<file path="src/rtl/fir_ctrl.sv">
// fir_ctrl: sequencing controller for a time-multiplexed NTAPS-tap FIR.
// One multiply-accumulate is reused across all taps of each accepted sample.
// Also holds the run-time coefficient bank, gates result-memory writes
// until the delay line is full, and generates the wrapping write address.
// Build option: define FIR_SAT_EN for a saturating accumulator; by default
// the accumulator wraps modulo 2^DW.
module fir_ctrl #(
    parameter int DW        = 8,
    parameter int NTAPS     = 3,
    parameter int MEM_DEPTH = 5
) (
    input  logic                         clk,
    input  logic                         rst,
    input  logic                         in_valid,
    input  logic [DW-1:0]                in_data,
    output logic                         in_ready,
    input  logic                         cfg_we,
    input  logic [$clog2(NTAPS)-1:0]     cfg_addr,
    input  logic [DW-1:0]                cfg_data,
    output logic                         cfg_err,
    output logic                         busy,
    output logic                         out_valid,
    output logic [DW-1:0]                out_data,
    output logic                         mem_we,
    output logic [$clog2(MEM_DEPTH)-1:0] mem_addr
);

    // state | meaning
    // IDLE  | waiting for a sample; coefficient writes allowed
    // MAC   | one tap per cycle, k = 0 .. NTAPS-1
    // OUT   | acc presented on out_data for one cycle
    localparam logic [1:0] S_IDLE = 2'd0;
    localparam logic [1:0] S_MAC  = 2'd1;
    localparam logic [1:0] S_OUT  = 2'd2;

    localparam int AW  = $clog2(NTAPS);
    localparam int MAW = $clog2(MEM_DEPTH);
    localparam logic [AW-1:0]  K_LAST    = AW'(NTAPS - 1);
    localparam logic [AW-1:0]  FILL_MAX  = AW'(NTAPS - 1);
    localparam logic [MAW-1:0] ADDR_LAST = MAW'(MEM_DEPTH - 1);

    logic [1:0]    state_q, state_d;
    logic [DW-1:0] tap_q  [NTAPS];
    logic [DW-1:0] tap_d  [NTAPS];
    logic [DW-1:0] coef_q [NTAPS];
    logic [DW-1:0] coef_d [NTAPS];
    logic [DW-1:0] acc_q, acc_d;
    logic [AW-1:0] k_q, k_d;
    logic [AW-1:0] fill_q, fill_d;
    // Set at acceptance when the delay line already held NTAPS-1 real samples.
    logic          wr_arm_q, wr_arm_d;
    logic [MAW-1:0] addr_q, addr_d;
    logic          cfg_err_q, cfg_err_d;

    logic [DW-1:0] cur_coef;
    logic [DW-1:0] cur_tap;
    logic [DW-1:0] mac_sum;
    logic          cfg_ok;

    // Select the coefficient/tap pair for the current MAC step.
    always_comb begin
        cur_coef = '0;
        cur_tap  = '0;
        for (int i = 0; i < NTAPS; i++) begin
            if (k_q == AW'(i)) begin
                cur_coef = coef_q[i];
                cur_tap  = tap_q[i];
            end
        end
    end

`ifdef FIR_SAT_EN
    logic [2*DW-1:0] prod_full;
    logic [2*DW:0]   sum_full;

    // Saturating accumulate: once clamped, further non-negative terms keep it clamped.
    always_comb begin
        prod_full = (2*DW)'(cur_coef) * (2*DW)'(cur_tap);
        sum_full  = (2*DW+1)'(acc_q) + (2*DW+1)'(prod_full);
        if (sum_full > (2*DW+1)'({DW{1'b1}})) begin
            mac_sum = {DW{1'b1}};
        end else begin
            mac_sum = sum_full[DW-1:0];
        end
    end
`else
    logic [DW-1:0] prod_w;

    // Wrapping accumulate: product and sum both truncated to DW bits.
    always_comb begin
        prod_w  = cur_coef * cur_tap;
        mac_sum = acc_q + prod_w;
    end
`endif

    // Next-state logic: FSM, delay line, coefficient bank, fill and address tracking.
    always_comb begin
        state_d  = state_q;
        tap_d    = tap_q;
        coef_d   = coef_q;
        acc_d    = acc_q;
        k_d      = k_q;
        fill_d   = fill_q;
        wr_arm_d = wr_arm_q;
        addr_d   = addr_q;

        cfg_ok    = cfg_we && (state_q == S_IDLE) && (int'(cfg_addr) < NTAPS);
        cfg_err_d = cfg_we && !cfg_ok;
        for (int i = 0; i < NTAPS; i++) begin
            if (cfg_ok && (cfg_addr == AW'(i))) begin
                coef_d[i] = cfg_data;
            end
        end

        case (state_q)
            S_IDLE: begin
                if (in_valid) begin
                    tap_d[0] = in_data;
                    for (int i = 1; i < NTAPS; i++) begin
                        tap_d[i] = tap_q[i-1];
                    end
                    acc_d    = '0;
                    k_d      = '0;
                    wr_arm_d = (fill_q == FILL_MAX);
                    if (fill_q != FILL_MAX) begin
                        fill_d = fill_q + AW'(1);
                    end
                    state_d = S_MAC;
                end
            end
            S_MAC: begin
                acc_d = mac_sum;
                if (k_q == K_LAST) begin
                    k_d     = '0;
                    state_d = S_OUT;
                end else begin
                    k_d = k_q + AW'(1);
                end
            end
            S_OUT: begin
                if (wr_arm_q) begin
                    addr_d = (addr_q == ADDR_LAST) ? '0 : addr_q + MAW'(1);
                end
                state_d = S_IDLE;
            end
            default: begin
                state_d = S_IDLE;
            end
        endcase
    end

    // Register update with synchronous reset; reset also aborts a sequence in flight.
    always_ff @(posedge clk) begin
        if (rst) begin
            state_q   <= S_IDLE;
            for (int i = 0; i < NTAPS; i++) begin
                tap_q[i]  <= '0;
                coef_q[i] <= DW'(1);
            end
            acc_q     <= '0;
            k_q       <= '0;
            fill_q    <= '0;
            wr_arm_q  <= 1'b0;
            addr_q    <= '0;
            cfg_err_q <= 1'b0;
        end else begin
            state_q   <= state_d;
            tap_q     <= tap_d;
            coef_q    <= coef_d;
            acc_q     <= acc_d;
            k_q       <= k_d;
            fill_q    <= fill_d;
            wr_arm_q  <= wr_arm_d;
            addr_q    <= addr_d;
            cfg_err_q <= cfg_err_d;
        end
    end

    assign in_ready  = (state_q == S_IDLE);
    assign busy      = (state_q == S_MAC);
    assign out_valid = (state_q == S_OUT);
    assign out_data  = out_valid ? acc_q : '0;
    assign mem_we    = out_valid && wr_arm_q;
    assign mem_addr  = addr_q;
    assign cfg_err   = cfg_err_q;

endmodule
</file>
<file path="config.mk">
export PLATFORM = sky130hd
export DESIGN_NAME = fir_ctrl
export DESIGN_NICKNAME = d
export VERILOG_FILES = /design/src/rtl/fir_ctrl.sv
export SDC_FILE = /design/constraint.sdc
export NUM_CORES = 1
export LEC_CHECK = 0
export CELL_PAD_IN_SITES_DETAIL_PLACEMENT = 1
export CELL_PAD_IN_SITES_GLOBAL_PLACEMENT = 1
export CORE_UTILIZATION = 44
export DETAILED_ROUTE_END_ITERATION = 12
export PLACE_DENSITY_LB_ADDON = 0.1
export SETUP_SLACK_MARGIN = 0.5
export SYNTH_ARGS = -nofsm -noshare
export SYNTH_HDL_FRONTEND = slang
export SYNTH_SLANG_ARGS = --single-unit
</file>
<file path="constraint.sdc">
create_clock -name clk -period 5.6 [get_ports clk]
set_clock_uncertainty 0.05 [all_clocks]
set_input_delay 1.12 -clock clk [delete_from_list [all_inputs] [get_ports clk]]
set_output_delay 1.12 -clock clk [all_outputs]
set_load 0.005 [all_outputs]
</file>
======== Yosys cells after proc, flatten, opt, wreduce, memory -nomap -nowiden ========
Index checks and enable logic that the tools add are counted.
word-level totals
  flip-flop bits (word level) ............. 67
  input bits .............................. 22
  logic and storage cells ................. 63
operators by class
  $lt $le $gt $ge ......................... 1
  reductions and logical operators ........ 17
  muxes and demuxes ....................... 16
  $mul .................................... 1
  equal/unequal tests ..................... 11
  $add $sub $neg .......................... 4
operators with widths
  kind                                                    number
  two-way mux 8 bit                                       8
  case mux 8 bit (2 select lines)                         1
  adder 8 bit                                             1
  equality test 2 bit (second input constant)             4
  multiplier 8 x 8 -> 8 bit                               1
  two-way mux 2 bit                                       4
  case mux 2 bit (2 select lines)                         2
  AND reduction 2 bit                                     4
  logical AND 1 bit                                       7
  equality test 2 x 1 -> 1 bit (second input constant)    3
  zero test 2 bit                                         3
  adder 2 x 1 -> 2 bit (second input constant)            2
  inequality test 2 bit (second input constant)           2
  adder 3 x 1 -> 3 bit (second input constant)            1
  equality test 3 bit (second input constant)             1
  two-way mux 3 bit                                       1
  AND reduction 3 bit                                     1
  < comparator 2 bit (second input constant)              1
  inequality test 2 x 1 -> 1 bit (second input constant)  1
  nonzero test 2 bit                                      1
  zero test 1 bit                                         1

======== Depth between registers and ports, before layout ========
Gate-level depths: netlist of run 1.
  depth after elaboration ................. 7
  mapped depth ............................ 22
  gate-level depth less buffers ........... 20

======== Worst setup path after synthesis of run 1 ========
OpenSTA, ideal clock, no wires.
  path kind ............................... flip-flop to flip-flop
  start point ............................. reg k_q[1]
  end point ............................... reg acc_q[7]
  clock period less this slack ............ 4791 ps
  arrival ................................. 4626 ps
  library setup time ...................... 115 ps
  stages on the path, launching flop included .. 22
  setup slack ............................. 809 ps
  cells stage by stage .................... dfxtp_1 nor2b_1 buf_6 buf_8 nand2_1 o21ai_0 nand2_1 fa_1 inv_1 fa_1 ha_1 inv_1 fa_1 inv_1 fa_1 a21o_1 a21oi_1 xor2_1 xnor2_1 xnor3_1 nand2_1 a21oi_2
between the ends
  longest elaborated chain between the ends .. 7
  elaborated cells between the ends (all ways) .. 12
  classes of those cells .................. add/sub: 1; mul: 1; eq/ne: 2; mux: 7; reduce/logical: 1
RTL lines
  what                               RTL line  RTL
  from (decl)                        48        logic [AW-1:0] k_q, k_d;
  from (signal assigned)             171       k_q <= k_d;
  zero test 2 bit                    65        if (k_q == AW'(i)) begin
  two-way mux 8 bit (3 in series)    65
  multiplier 8 x 8 -> 8 bit *        91        prod_w = cur_coef * cur_tap;
  adder 8 bit *                      92        mac_sum = acc_q + prod_w;
  case mux 8 bit (2 select lines) *  115       case (state_q)
  to (signal assigned)               160       acc_q <= '0;
  to (signal assigned)               170       acc_q <= acc_d;
  to (decl)                          47        logic [DW-1:0] acc_q, acc_d;
Mark *: on every way between the ends. The rest lies on a longest branch, timed or not.
A chain may end at the register's enable or synchronous reset.

======== Final worst setup path of run 1 ========
  start point ............................. reg k_q[0]
  end point ............................... reg acc_q[7]
The elaborated chain is that of the path after synthesis.

==> key figures, run 1 <==
Outcome
  • Status: complete, but fails checks
  • Violated checks: design-rule violations

Global route
  • Gr ovfl total: 0
  • Vias in the first global route: roughly 3.4k
  • Global-route wire length before repair: about 16000 um
  • Largest net degree at the start of global routing: 68
  • Initial antenna violation count: 0
  • Total track usage: between 20% and 30%

Worst setup path
  • CP arrival: around 5 ns
  • CP Class: reg -> reg
  • Critical path data required time: roughly 5.8 ns
  • Crit path capture type: flip-flop
  • Critical Path Start Type: flip-flop
  • Reg-to-reg startpoint: k_q[0]$_SDFFE_PP0P_
  • Launch point of the critical path: k_q[0]$_SDFFE_PP0P_
  • Critical-path maximum fanout: 6

Synth
  • Synth area leader: dfxtp_1
  • Yosys warning count: 0
  • Register bit total from synthesis: 67
  • Main area contributors after synthesis: dfxtp_1, mux2i_1, fa_1, nand2_1, ha_1
  • Cell area after synthesis: between 4000 and 5000 sq um
  • Synth top area share: between 30% and 40%
  • Synthesized Nets: between 500 and 600
  • Synth Instances: ~460
  • Register area share after synthesis: roughly 33%
  • Mean Syn Cell Area: between 8 and 9 sq um
  • Netlist cell types: 38

Timing
  • RSZ-0062 raised after global routing: no
  • Sum Neg Setup Slack: 0 ns
  • FMAX: 0.206 GHz
  • Tcrit/Tclk final: between 80% and 90%
  • Final Hold Viols: 0
  • Max Slew Vio Count: 0
  • Setup violations, final: 0
  • Slew margin rel.: ~40%
  • Hold slack: 0.410 ns
  • Fin crit period: approximately 4.8 ns
  • Slew of the pin with the lowest slew margin: ~0.89 ns

Power and ir drop
  • Leakage power: between 0.0015 and 0.002 uW
  • Power density over the cells: roughly 230 nW/um^2
  • VDD IR max: around 130 uV

Floorplanning
  • DIE AREA: 9660 sq um
  • Rows: 34
  • Die Wd: 98.3 um
  • I/O pins: 38
  • Starting Density: a little under half
  • Die height: 98.3 um
  • Core area: about 8800 sq um

Route
  • Post-Route WL: around 9600 um
  • Drt pass-1 iters: 10
  • DRC: 1
  • ANT nets after route: 0
  • Routed len/inst: 15.8 um
  • Via density: slightly above 5
  • Vias: roughly 3.1k
  • Iter 0 DRT Violations: 73

Clock network
  • Clock sink count: 67
  • Post-CTS Setup Inserts: 0
  • CTS max path bufs: 2
  • CTS Buf Count: 9
  • CTS tree: done
  • Clk slew on worst S/H paths: 0.08 ns
  • Later-pin clock latency in the skew report: about 0.36 ns
  • Root Buffer: clkbuf_8
  • H-tree levels: 3

Finish
  • Ratio of cells with drive above 1 in the final layout: around a tenth
  • FF/Latch Area: about 1300 sq um
  • Area grow syn2layout: 17.3%
  • Total inserted antenna cells: 0
  • Utilization after layout: a little over half
  • Area of the multi-input gates: between 2000 and 2500 sq um
  • Final nets: approximately 550
  • Fillers: about 1.0k

Placement
  • I/O Buffers: 37
  • Hpwl dp: 6730 um
  • Routability cong.: 0.788

Hold path
  • Class of the worst hold path: reg -> reg
  • Hold path start: tap_q[6]$_SDFFE_PP0P_

Flow run
  • Max_cap viols: 0
-- worst max-delay path, cell delays in order, from the launching register on --
cell	delay, ns
dfxtp_4	0.38
nor2b_4	0.18
buf_6	0.16
buf_4	0.16
o2bb2ai_2	0.19
nand2_1	0.13
fa_1	0.43
fa_1	0.54
inv_1	0.05
fa_1	0.47
inv_1	0.05
fa_1	0.52
inv_1	0.04
ha_1	0.31
a21oi_1	0.18
xor2_1	0.21
xnor2_1	0.16
xnor3_1	0.32
nand2_1	0.09
a21oi_2	0.06
-- area by class of cell --
| class | count | area share [%] |
|---|---|---|
| flip-flops and latches | 67 | 28.1 |
| well taps | 108 | 2.82 |
| repair buffers | 47 | 9.90 |
| inverters | 41 | 3.21 |
| clock buffers | 9 | 2.59 |
| multi-input cells | 328 | 51.7 |
| clock inverters | 7 | 1.72 |
-- report_power, final --
part / total [uW] / switching [uW] / internal (uW)
logic: 165 / 93.9 / 70.8
clock network: 430 / 218 / 212
registers: 509 / 14.9 / 494
-- registers in the layout, indices dropped and copies added (netlist names) --
name	flops
acc_q	8
cfg_err	1
coef_q	24
fill_q	2
k_q	2
mem_addr	3
state_q	2
tap_q	24
wr_arm_q	1
-- logic make-up (layout without fill, tap and decap cells) --
logic type | Yosys count | count (layout) | share of synthesized area (%)
buffers and inverters | 63 | 104 | 8.19
and+or+nand+nor | 170 | 170 | 18.3
xor gates and xnor gates | 18 | 18 | 4.57
muxes | 37 | 37 | 9.07
AOI/OAI and AO/OA | 65 | 65 | 12.1
DFF | 67 | 67 | 32.9
adders and majority gates | 38 | 38 | 15.0
-- what timing repair did --
action                                  CTS  global route
hold buffers                              0             0
gates cloned                              0             1
gates resized for setup                   1            15
pin swaps                                 0             3
endpoints found under the setup margin    1             1
hold endpoints to repair                  0             0
-- placed cells by master (no fill, tap or decap), types with 2 or more instances in the layout --
cell and n:
a211o_1 3, a211oi_1 2, a21o_1 2, a21oi_1 39
and2_1 17, and3_1 2, buf_4 7, clkbuf_8 9
clkdlybuf4s50_1 36, clkinvlp_4 2, dfxtp_1 66, fa_1 17
ha_1 20, inv_1 41, inv_6 2, mux2i_1 35
mux2i_2 2, nand2_1 91, nand2_2 4, nand2b_1 2
nand3_1 9, nand3b_1 2, nor2_1 36, nor2b_1 2
o21ai_0 2, o22ai_1 2, o2bb2ai_2 5, o2bb2ai_4 6
xnor2_1 12, xnor2_2 2, xor2_1 3
-- final timing paths --
check | to | slack (ns) | depth (start not counted)
min | tap_q[6]$_SDFFE_PP0P_ | 0.41 | 2
max | acc_q[7]$_SDFFE_PP0P_ | 0.76 | 19
min reg2reg | tap_q[6]$_SDFFE_PP0P_ | 0.41 | 2
max reg2reg | acc_q[7]$_SDFFE_PP0P_ | 0.76 | 19
-- metrics by stage --
stage | setup WS [ns] | std cells | instance area, sq um | total power, uW
6_report | 0.757 | 607 | 4790 | 1100
5_1_grt | 0.519 | 607 | 4790 | 1150
4_1_cts | 0.500 | 606 | 4680 | 1110
3_5_place_dp | 0.500 | 590 | 4470 | 676
3_3_place_gp | 0.673 | 590 | 4470 | 670
2_1_floorplan | 0.809 | 458 | 4080 | 629
-- routing by layer --
metal / share of wire (%) / vias to the layer above / track usage (%)
met3: 2.2 / 10 / 3.72
met1: 46 / 1550 / 26.0
met4: 1.2 / 0 / 6.54
met2: 51 / 36 / 37.8
met5: 0 / - / 0
li1: - / 1553 / -
-- synth_stat cells (all sizes together) --
cell type and count:
inv 41, buf 4, xnor2 14, o21ai 3
dfxtp 67, nand2b 2, and3 2, a211oi 2
nand3b 2, o2bb2ai 12, nor2b 3, a21o 2
a31oi 1, mux2i 37, o22ai 2, fa 18
nand2 96, ha 20, a21oi 40, a211o 3
xnor3 1, nor2 36, nor3 2, and2 18
nand3 9, xor2 3, clkbuf 18
No activity file was read; power rests on OpenSTA's default activity.
==> run 2: changes to the inputs <==
- CORE_ASPECT_RATIO: unset -> 0.5
==> run 2 against run 1 <==
  * The run still ends with design-rule violations left
  * Design area up 2.0%
  * Register-to-register slack about the same
  * Non-clock buffer count up 3
  * Largest power group is now the clock network
  * Combinational power about the same
  * Die area up 0.25%
  * Setup slack worse by 0.00086 ns
  * Sequential cell count unchanged
  * Global-route usage up 0.32 points
  * Final cell count up 1.8%
  * Critical path type unchanged
  * Sequential power about the same
  * First-iteration DRC count up 130%
  * Highest routed layer unchanged
==> key figures, run 2 (synthesis gave the netlist of run 1 again) <==
Power and ir drop
  • Power density over the cells: 255 nW/um^2 (+11%)
  • Combinational cell fraction of total power: 13.2% (-1.7 points)
  • Clock power frac: 45.8% (+6.8 points)
  • Switching portion of total power: 26.4% (-3.2 points)
  • Net Sw Power: 329 uW (+0.67%)
  • Seq pwr share: 40.9% (-5.2 points)
  • Leakage power: 0.00205 uW (+2.7%)
  • Pint: 918 uW (+18%)
  • VDD IR max: 176 uV (+32%)

Outcome
  • Status: complete, but fails checks
  • Violated checks: design-rule violations

Worst setup path
  • WP buf/inv: 4 (-1)
  • Reg-to-reg setup timing slack: 0.76 ns (about the same)
  • CP max stage cell: fa_1
  • CP cell instances: buf_4 -> mux2i_1 -> o2bb2ai_2 -> nand2_1 -> fa_1 -> fa_1 -> inv_1 -> fa_1 -> inv_1 -> fa_1 -> inv_1 -> ha_1 -> a21oi_1 -> xor2_1 -> xnor2_1 -> xnor3_1 -> nand2_1 -> a21oi_2
  • Critical path data required time: 5.74 ns (-0.03 ns)
  • CP arrival: 4.99 ns (-0.02 ns)
  • Top delay family on crit path: adder cells
  • Worst reg2reg path depth: 18 (-1)
  • Reg2Reg Capture Point: acc_q[7]$_SDFFE_PP0P_
  • Critical Path Start Type: flip-flop
  • Crit path capture type: flip-flop
  • Critical-path maximum fanout: 9 (+3)
  • Largest stage delay on the critical path: 0.55 ns (about the same)
  • Most used cell, CP: fa_1
  • Reg-to-reg startpoint: k_q[0]$_SDFFE_PP0P_
  • CP Class: reg -> reg

Timing
  • Slew of the pin with the lowest slew margin: 0.952 ns (+0.0590 ns)
  • Final Hold Viols: 0 (unchanged)
  • Slew margin rel.: 36.2% (-4.3 points)
  • Max Slew Vio Count: 0 (unchanged)
  • FMAX: 0.206 GHz (about the same)
  • Fin crit period: 4.84 ns (+0.000856 ns)
  • RSZ-0062 raised after global routing: no
  • Sum Neg Setup Slack: 0 ns (unchanged)
  • Setup violations, final: 0 (unchanged)
  • Tcrit/Tclk final: 86.5% (about the same)

Placement
  • Hpwl dp: 6970 um (+3.6%)
  • Routability cong.: 0.801 (+1.7%)
  • I/O Buffers: 37 (unchanged)

Global route
  • GRT met3 Usage: 5.62% (+1.9 points)
  • Busiest grt layer: met2
  • Global-route wire length before repair: 16100 um (-0.17%)
  • Total track usage: 21.5% (+0.32 points)
  • Largest net degree at the start of global routing: 68 (unchanged)
  • Met2 usage in global routing: 35.0% (-2.8 points)
  • Vias in the first global route: 3195 (-5.4%)
  • Gr ovfl total: 0 (unchanged)
  • M1 GR Usage: 29.1% (+3.1 points)
  • Initial antenna violation count: 0 (unchanged)

Floorplanning
  • Core area: 8860 sq um (+0.11%)
  • Rows: 24 (-29%)
  • Die height: 70.1 um (-29%)
  • DIE AREA: 9690 sq um (+0.25%)
  • I/O pins: 38 (unchanged)
  • Die Wd: 138 um (+41%)
  • Starting Density: 46.1% (-0.052 points)

Clock network
  • H-tree levels: 3 (unchanged)
  • CTS tree: done
  • Clock sink count: 67 (unchanged)
  • Later-pin clock latency in the skew report: 0.33 ns (-0.03 ns)
  • Clk slew on worst S/H paths: 0.06 ns (-0.02 ns)
  • Root Buffer: clkbuf_16
  • # hold bufs at CTS: 0 (unchanged)
  • CTS max path bufs: 2 (unchanged)
  • CTS Buf Count: 9 (unchanged)

Finish
  • Most common cell after layout, fill and taps aside: nand2_1
  • Largest regs: coef_q: 24 flops, tap_q: 24 flops, acc_q: 8 flops
  • Total inserted antenna cells: 0 (unchanged)
  • Utilization after layout: 55.1% (+1.0 points)
  • Area grow syn2layout: 19.6%
  • Fillers: 1036 (-0.67%)
  • Ratio of cells with drive above 1 in the final layout: 11.0% (+0.36 points)
  • Most frequent cells in the layout: nand2_1, dfxtp_1, inv_1, a21oi_1
  • Final nets: 557 (+0.54%)

Route
  • DRC: 2 (+1)
  • Via density: 5.06 (-2.4%)
  • Vias: 3130 (-0.60%)
  • Routed len/inst: 15.9 um (+0.79%)
  • Post-Route WL: 9850 um (+2.6%)
  • ANT nets after route: 0 (unchanged)
  • Iter 0 DRT Violations: 165 (+130%)
  • Drt pass-1 iters: 8 (-2)

Flow run
  • Max_cap viols: 0 (unchanged)

Hold path
  • Hold path start: tap_q[4]$_SDFFE_PP0P_
  • Class of the worst hold path: reg -> reg
  • Hold Path Depth: 2 (unchanged)
  • Worst Hold End: tap_q[4]$_SDFFE_PP0P_
[run 2: cell count changes in the layout (fill, tap and decap cells not counted), sizes merged]
cell	previous run	this run
buf	10	14
clkbuf	10	11
clkinv	1	2
clkinvlp	2	1
inv	44	41
[run 2: metal layers]
metal  routed length, um  vias up
met5                   0        -
met4                  38        0
li1                    -     1559
met3                 281        7
met2                4490       41
met1                5040     1523
[run 2: worst max path at each step]
stage,from,endpoint,slack (ns),cells past startpoint
floorplan,k_q[1]$_SDFFE_PP0P_,acc_q[7]$_SDFFE_PP0P_,0.81,21
global placement,k_q[0]$_SDFFE_PP0P_,acc_q[7]$_SDFFE_PP0P_,0.49,18
detailed placement,k_q[0]$_SDFFE_PP0P_,acc_q[7]$_SDFFE_PP0P_,0.27,18
CTS,k_q[0]$_SDFFE_PP0P_,acc_q[7]$_SDFFE_PP0P_,0.51,20
global route,k_q[0]$_SDFFE_PP0P_,acc_q[7]$_SDFFE_PP0P_,0.48,18
finish,k_q[0]$_SDFFE_PP0P_,acc_q[7]$_SDFFE_PP0P_,0.76,18
[run 2: stage by stage]
| stage | std cells | setup WS, ns | power (uW) | instance area [sq um] | hold slack (ns) |
|---|---|---|---|---|---|
| final | 618 | 0.756 | 1250 | 4880 | 0.410 |
| after global routing | 618 | 0.483 | 1300 | 4880 | 0.432 |
| after CTS | 614 | 0.512 | 1250 | 4780 | 0.408 |
| after detailed placement | 599 | 0.273 | 679 | 4480 | 0.400 |
| after global placement | 599 | 0.487 | 676 | 4480 | 0.395 |
| after floorplan | 458 | 0.809 | 629 | 4080 | 0.384 |
[run 2: timing repair]
item | in CTS | in global routing
gates resized for setup | 2 | 13
pin swaps | 0 | 5
endpoints found under the setup margin | 1 | 1
setup buffers | 0 | 4
hold endpoints to repair | 0 | 0
[run 2: power by group through the flow]
stage / clock network (uW) / registers (uW) / logic [uW]
global placement: 0 / 520 / 156
finish: 572 / 511 / 165
CTS: 583 / 510 / 161
global route: 606 / 513 / 184
floorplan: 0 / 514 / 115
detailed placement: 0 / 520 / 159
[run 2: layout make-up]
cell class | instances | area, sq um | area share [%]
multi-input combinational | 328 | 2470 | 50.6
timing repair buffer | 50 | 470 | 9.64
sequential | 67 | 1350 | 27.5
clock buffer | 11 | 243 | 4.97
tap | 117 | 146 | 3.00
clock inverter | 4 | 51.3 | 1.05
inverter | 41 | 154 | 3.15
[run 2: worst reg2reg max path, stage by stage, from the launching register on]
cell,delay [ns]
dfxtp_4,0.44
buf_4,0.20
mux2i_1,0.11
o2bb2ai_2,0.34
nand2_1,0.13
fa_1,0.44
fa_1,0.55
inv_1,0.05
fa_1,0.47
inv_1,0.06
fa_1,0.53
inv_1,0.05
ha_1,0.31
a21oi_1,0.17
xor2_1,0.19
xnor2_1,0.16
xnor3_1,0.33
nand2_1,0.09
a21oi_2,0.06
